===== src/rtl/riscorvo_mem_arbiter.sv =====
// Purpose: merge split instruction/data request ports onto one picorv32-style memory port.
// Latency: grant -> mem_valid_o next cycle; mem_ready_i -> ready_*_o next cycle (>= 2 cycles total).
// Backpressure: one transaction outstanding; requesters hold valid+payload until their ready pulse.
//
// Ports:
//   clock, reset              rising-edge clock, asynchronous active-high reset
//   valid/addr_instr_i        fetch request; ready_instr_o pulses with data_instr_o on completion
//   valid/addr/write_data_i,  data request (read_write_i=1 write, mask_data_i byte enables);
//   read_write_i, mask_data_i ready_data_o pulses with read_data_o on completion
//   mem_*_o / mem_*_i         registered downstream request, mem_ready_i/mem_rdata_i completion
module riscorvo_mem_arbiter #(
    parameter int ADDR_WIDTH      = 32,
    parameter int DATA_WIDTH      = 32,
    parameter int MAX_DATA_STREAK = 4
) (
    input  logic                    clock,
    input  logic                    reset,
    input  logic                    valid_instr_i,
    output logic                    ready_instr_o,
    input  logic [ADDR_WIDTH-1:0]   addr_instr_i,
    output logic [DATA_WIDTH-1:0]   data_instr_o,
    input  logic                    valid_data_i,
    output logic                    ready_data_o,
    input  logic [ADDR_WIDTH-1:0]   addr_data_i,
    input  logic [DATA_WIDTH-1:0]   write_data_i,
    input  logic                    read_write_i,
    input  logic [DATA_WIDTH/8-1:0] mask_data_i,
    output logic [DATA_WIDTH-1:0]   read_data_o,
    output logic                    mem_valid_o,
    output logic                    mem_instr_o,
    input  logic                    mem_ready_i,
    output logic [ADDR_WIDTH-1:0]   mem_addr_o,
    output logic [DATA_WIDTH-1:0]   mem_wdata_o,
    output logic [DATA_WIDTH/8-1:0] mem_wstrb_o,
    input  logic [DATA_WIDTH-1:0]   mem_rdata_i
);
    localparam int STRB_WIDTH   = DATA_WIDTH / 8;
    localparam int STREAK_WIDTH = $clog2(MAX_DATA_STREAK + 1);
    localparam logic [STREAK_WIDTH-1:0] STREAK_MAX = STREAK_WIDTH'(MAX_DATA_STREAK);

    typedef enum logic [1:0] {IDLE, BUSY_I, BUSY_D, RESP} state_t;

    typedef struct packed {
        logic                  instr;
        logic [ADDR_WIDTH-1:0] addr;
        logic [DATA_WIDTH-1:0] wdata;
        logic [STRB_WIDTH-1:0] wstrb;
    } mem_req_t;

    state_t                  state_q, state_d;
    logic [STREAK_WIDTH-1:0] streak_q, streak_d;
    mem_req_t                req_q, req_d;
    logic                    mem_valid_q, mem_valid_d;
    logic                    instr_turn;
    logic                    grant_instr, grant_data;
    logic                    capture_instr, capture_data;

    // Data wins a tie unless it has already taken MAX_DATA_STREAK grants in a
    // row while a fetch was waiting; then the fetch goes next.
    assign instr_turn    = valid_instr_i && (!valid_data_i || (streak_q == STREAK_MAX));
    assign grant_instr   = (state_q == IDLE) && instr_turn;
    assign grant_data    = (state_q == IDLE) && valid_data_i && !instr_turn;
    assign capture_instr = (state_q == BUSY_I) && mem_ready_i;
    assign capture_data  = (state_q == BUSY_D) && mem_ready_i;

    // State register
    always_ff @(posedge clock or posedge reset) begin
        if (reset) begin
            state_q <= IDLE;
        end else begin
            state_q <= state_d;
        end
    end

    // Next-state logic; mem_ready_i outside BUSY_x is ignored by construction
    always_comb begin
        state_d = state_q;
        case (state_q)
            IDLE: begin
                if (grant_instr) begin
                    state_d = BUSY_I;
                end else if (grant_data) begin
                    state_d = BUSY_D;
                end
            end
            BUSY_I, BUSY_D: begin
                if (mem_ready_i) begin
                    state_d = RESP;
                end
            end
            RESP:    state_d = IDLE;
            default: state_d = IDLE;
        endcase
    end

    // Output logic: next values of the registered downstream request and streak.
    // Payload is only loaded on a grant, so it is frozen while mem_valid_o is high.
    always_comb begin
        req_d       = req_q;
        streak_d    = streak_q;
        mem_valid_d = mem_valid_q;
        if (grant_instr) begin
            req_d.instr = 1'b1;
            req_d.addr  = addr_instr_i;
            req_d.wdata = '0;
            req_d.wstrb = '0;
            streak_d    = '0;
            mem_valid_d = 1'b1;
        end else if (grant_data) begin
            req_d.instr = 1'b0;
            req_d.addr  = addr_data_i;
            req_d.wdata = write_data_i;
            req_d.wstrb = read_write_i ? mask_data_i : '0;
            if (!valid_instr_i) begin
                streak_d = '0;
            end else if (streak_q != STREAK_MAX) begin
                streak_d = streak_q + STREAK_WIDTH'(1);
            end
            mem_valid_d = 1'b1;
        end else if (capture_instr || capture_data) begin
            mem_valid_d = 1'b0;
        end
    end

    // Datapath registers; ready pulses land in the RESP cycle
    always_ff @(posedge clock or posedge reset) begin
        if (reset) begin
            req_q         <= '0;
            streak_q      <= '0;
            mem_valid_q   <= 1'b0;
            ready_instr_o <= 1'b0;
            ready_data_o  <= 1'b0;
            data_instr_o  <= '0;
            read_data_o   <= '0;
        end else begin
            req_q         <= req_d;
            streak_q      <= streak_d;
            mem_valid_q   <= mem_valid_d;
            ready_instr_o <= capture_instr;
            ready_data_o  <= capture_data;
            if (capture_instr) begin
                data_instr_o <= mem_rdata_i;
            end
            if (capture_data) begin
                read_data_o <= mem_rdata_i;
            end
        end
    end

    assign mem_valid_o = mem_valid_q;
    assign mem_instr_o = req_q.instr;
    assign mem_addr_o  = req_q.addr;
    assign mem_wdata_o = req_q.wdata;
    assign mem_wstrb_o = req_q.wstrb;

endmodule


===== config.mk =====
export PLATFORM = sky130hd
export DESIGN_NAME = riscorvo_mem_arbiter
export DESIGN_NICKNAME = d
export VERILOG_FILES = /design/src/rtl/riscorvo_mem_arbiter.sv
export SDC_FILE = /design/constraint.sdc
export NUM_CORES = 1
export LEC_CHECK = 0
export CAP_MARGIN = 5
export CORE_ASPECT_RATIO = 0.9
export CORE_UTILIZATION = 46
export CTS_BUF_LIST = sky130_fd_sc_hd__clkbuf_8
export DETAILED_ROUTE_END_ITERATION = 10
export PLACE_DENSITY = 0.95
export SLEW_MARGIN = 20
export SYNTH_ARGS = -nofsm -noshare
export SYNTH_HDL_FRONTEND = slang
export SYNTH_SLANG_ARGS = --single-unit

===== constraint.sdc =====
create_clock -name clock -period 11.3 [get_ports clock]
set_input_delay 1.695 -clock clock [delete_from_list [all_inputs] [get_ports clock]]
set_output_delay 1.695 -clock clock [all_outputs]
set_load 0.05 [all_outputs]

==> impl_metrics.toml <==
[grt]
grt-ovfl-total = 0
grt_max_degree = 73
grt_pass1_wl_mm = 25.71
track_usage_pct = 25.30
antenna_found_initial = 0
grt_pass1_vias = 4993

[timing]
setup_tns_ns = 0
rsz0062_at_grt = "no"
hold_viol_final = 0
worstMarginPinSlew_ns = 1.144
hold_slack_ns = 0.4813
finalSetupViolCount = 0
clock_skew_ns = 0.01075
slew_violations = 0
fmax_mhz = 243.7
finalCriticalPeriod_ns = 4.103
slew_headroom_pct = 23.75
period_share_pct = 36.31

[setup_path]
cp-end-kind = "flop"
rr_worst_depth = 5
path_cells = "clkdlybuf4s50_1 > nand2_1 > nor2_4 > o21ai_0"
r2r_end = "mem_wdata_o[15]"
path_delay_family = "simple AND/OR/NAND/NOR gates"
reg2reg_slack_ns = 8.31
critPathKind = "in -> reg"
critPathLaunchType = "primary input"
arrival_ns = 4.38
cp_slowest_cell = "nor2_4"
slowest_delay_ns = 1.08
required_ns = 11.57
r2r-start = "state_q[0]"
critical_path_peak_fanout = 34
cp.buffers_inverters = 1

[synthesis]
ys_types = 31
yosysSeqAreaShare_pct = 59.02
synth_seq_cells = 141
netlist_area_mm2 = 0.005978
syn_nets = 666
syn_inst = 523
ys_warn_count = 0
syn-mean-instance-area_um2 = 11.43

[cts]
cts_tree = "built"
cts_setup_buffers = 0
clock_latency_ns = 0.45
cts_hold_buffers = 0
cts.sinks = 141
cts.path.max_buffers = 2
ctsResizeCount = 0
htree_levels = 4
cts-buffers-inserted = 17
clk_pin_slew_ns = 0.07
cts-root-buf = "clkbuf_8"

[detailed_routing]
wl_per_cell_um = 17.48
ant_nets = 0
drtIter0Drc = 291
dr.pass1.iters = 5
vias_per_cell = 5.283
drc_errors = 0
wl_mm = 16.76
vias = 5066

[outcome]
status = "completed"

[run]
cap_violations = 0

[final_layout]
final_cells = 959
nets = 925
synthToLayoutAreaGrowth_pct = 52.57
drive_gt1_share_pct = 16.10
antennaDiodeCount = 0
fillerInstances = 863

[place]
port_buffers = 273
gp_congestion = 0.7832
placed_cells = 927
dp_hpwl_mm = 11.71

[floorplan]
die_area_mm2 = 0.01346
initial_core_util_pct = 47.12
die_w_um = 122.2
core_mm2 = 0.01269
io_pins = 274
die_h_um = 110.2
rows = 39

[power]
ir_drop_v = 0.0001977
power_density_mw_per_mm2 = 361.3
finalPower_mw = 3.295
cellLeakagePower_nw = 3.821

[min_path]
hold_depth = 2
min_to = "mem_wdata_o[2]"
min_from = "mem_wdata_o[2]"
min_path_type = "reg -> reg"
[state kept, by name (all words and copies together), names as in the netlist]
signal and cells:
mem_instr_o 1, mem_valid_o 1, ready_data_o 1, data_instr_o 32, mem_wstrb_o 4, state_q 2
ready_instr_o 1, streak_q 3, mem_wdata_o 32, mem_addr_o 32, read_data_o 32
[worst register-to-register path, cell delays in order, from the launching register on]
cell and delay, ns:
dfrtp_1 0.39, inv_1 0.10, ha_1 0.31, nand2_1 0.69
nor2_4 1.08, o21ai_0 0.26
[metal layers]
metal | vias up | part of all wire (%) | wire [um] | track usage [%]
li1 | 2346 | - | - | -
met1 | 2437 | 37 | 6238 | 28.68
met2 | 239 | 50 | 8439 | 43.10
met3 | 44 | 8.9 | 1485 | 9.156
met4 | 0 | 3.6 | 595 | 11.15
met5 | - | 0 | 0 | 0
[cells in the final DEF, fill, tap and decap left out, types with 2 or more instances in the layout]
master	Yosys	layout
a21oi_1	32	32
inv_6	0	2
clkinv_2	0	4
ha_1	5	5
nand2_1	77	77
a31oi_1	32	32
inv_1	7	6
a211oi_1	2	2
clkdlybuf4s50_1	0	273
a21o_1	2	2
buf_4	1	6
clkbuf_8	0	19
o21ai_1	9	9
clkinv_4	0	5
o21ai_0	44	44
nor2_1	32	32
o21ai_2	20	20
mux2_2	64	64
bufinv_16	0	2
nand3_1	3	3
dfrtp_1	141	141
[logic make-up (layout without fill, tap and decap cells)]
logic type,count (synthesis),after routing,share of synthesized area (%)
buffers and inverters,46,318,4.584
DFF,141,141,59.02
AOI/OAI and AO/OA,148,148,15.17
and+or+nand+nor,119,119,8.121
muxes,64,64,12.06
adders and majority gates,5,5,1.046
[area by class of cell]
type | instances | area, um^2 | area share [%]
Clock inverter | 13 | 140.1 | 1.536
Timing Repair Buffer | 279 | 2778 | 30.45
Clock buffer | 19 | 261.5 | 2.867
Inverter | 7 | 31.28 | 0.3429
Tap cell | 164 | 205.2 | 2.250
Multi-Input combinational cell | 336 | 2177 | 23.87
Sequential cell | 141 | 3528 | 38.68
[worst max path at each step]
stage	startpoint	end	slack, ns	depth (start not counted)
global placement	valid_instr_i	mem_wdata_o[16]	6.82	4
finish	valid_instr_i	mem_wdata_o[15]	7.20	4
CTS	valid_instr_i	mem_wdata_o[15]	7.23	4
detailed placement	valid_instr_i	mem_wdata_o[15]	6.72	4
floorplan	reset	data_instr_o[0]	5.82	1
global route	valid_instr_i	mem_wdata_o[15]	7.03	4
[synthesized netlist by cell type]
cell type | instances | area share (%)
a31oi_1 | 32 | 3.3
o21ai_2 | 20 | 2.9
o21ai_1 | 9 | 0.75
nand4b_1 | 1 | 0.15
a21oi_1 | 32 | 2.7
buf_6 | 10 | 1.9
nor3b_2 | 1 | 0.21
a22oi_1 | 1 | 0.13
nor2_4 | 1 | 0.19
nand3_1 | 3 | 0.25
nor2_1 | 32 | 2.0
nor2b_1 | 1 | 0.10
buf_2 | 18 | 1.5
nand3b_1 | 1 | 0.13
o21ai_4 | 1 | 0.27
a21boi_4 | 1 | 0.31
a2bb2oi_1 | 1 | 0.15
dfrtp_1 | 141 | 59
clkbuf_1 | 10 | 0.63
and2_1 | 1 | 0.10
buf_4 | 1 | 0.13
inv_1 | 7 | 0.44
a211oi_1 | 2 | 0.25
nand2_1 | 77 | 4.8
a21bo_1 | 1 | 0.17
mux2_2 | 64 | 12
o21ai_0 | 44 | 3.7
or3b_1 | 1 | 0.15
ha_1 | 5 | 1.0
a21o_1 | 2 | 0.25
o21a_1 | 2 | 0.25
[stage by stage]
| step | worst slack (ns) | utilization, % | area [um^2] |
|---|---|---|---|
| 4_1_cts | 7.231 | 71.89 | 9121 |
| 3_3_place_gp | 6.817 | 68.73 | 8720 |
| 6_report | 7.197 | 71.89 | 9121 |
| 5_1_grt | 7.026 | 71.89 | 9121 |
| 3_5_place_dp | 6.721 | 68.73 | 8720 |
| 2_1_floorplan | 5.824 | - | 5978 |
[power by group]
group / switching (mW) / total [mW] / internal (mW) / leakage [nW]
logic: 1.32 / 2.00 / 0.680 / 1.94
registers: 0.136 / 0.891 / 0.755 / 1.68
clock network: 0.198 / 0.406 / 0.208 / 0.206
No activity file was read; power rests on OpenSTA's default activity.
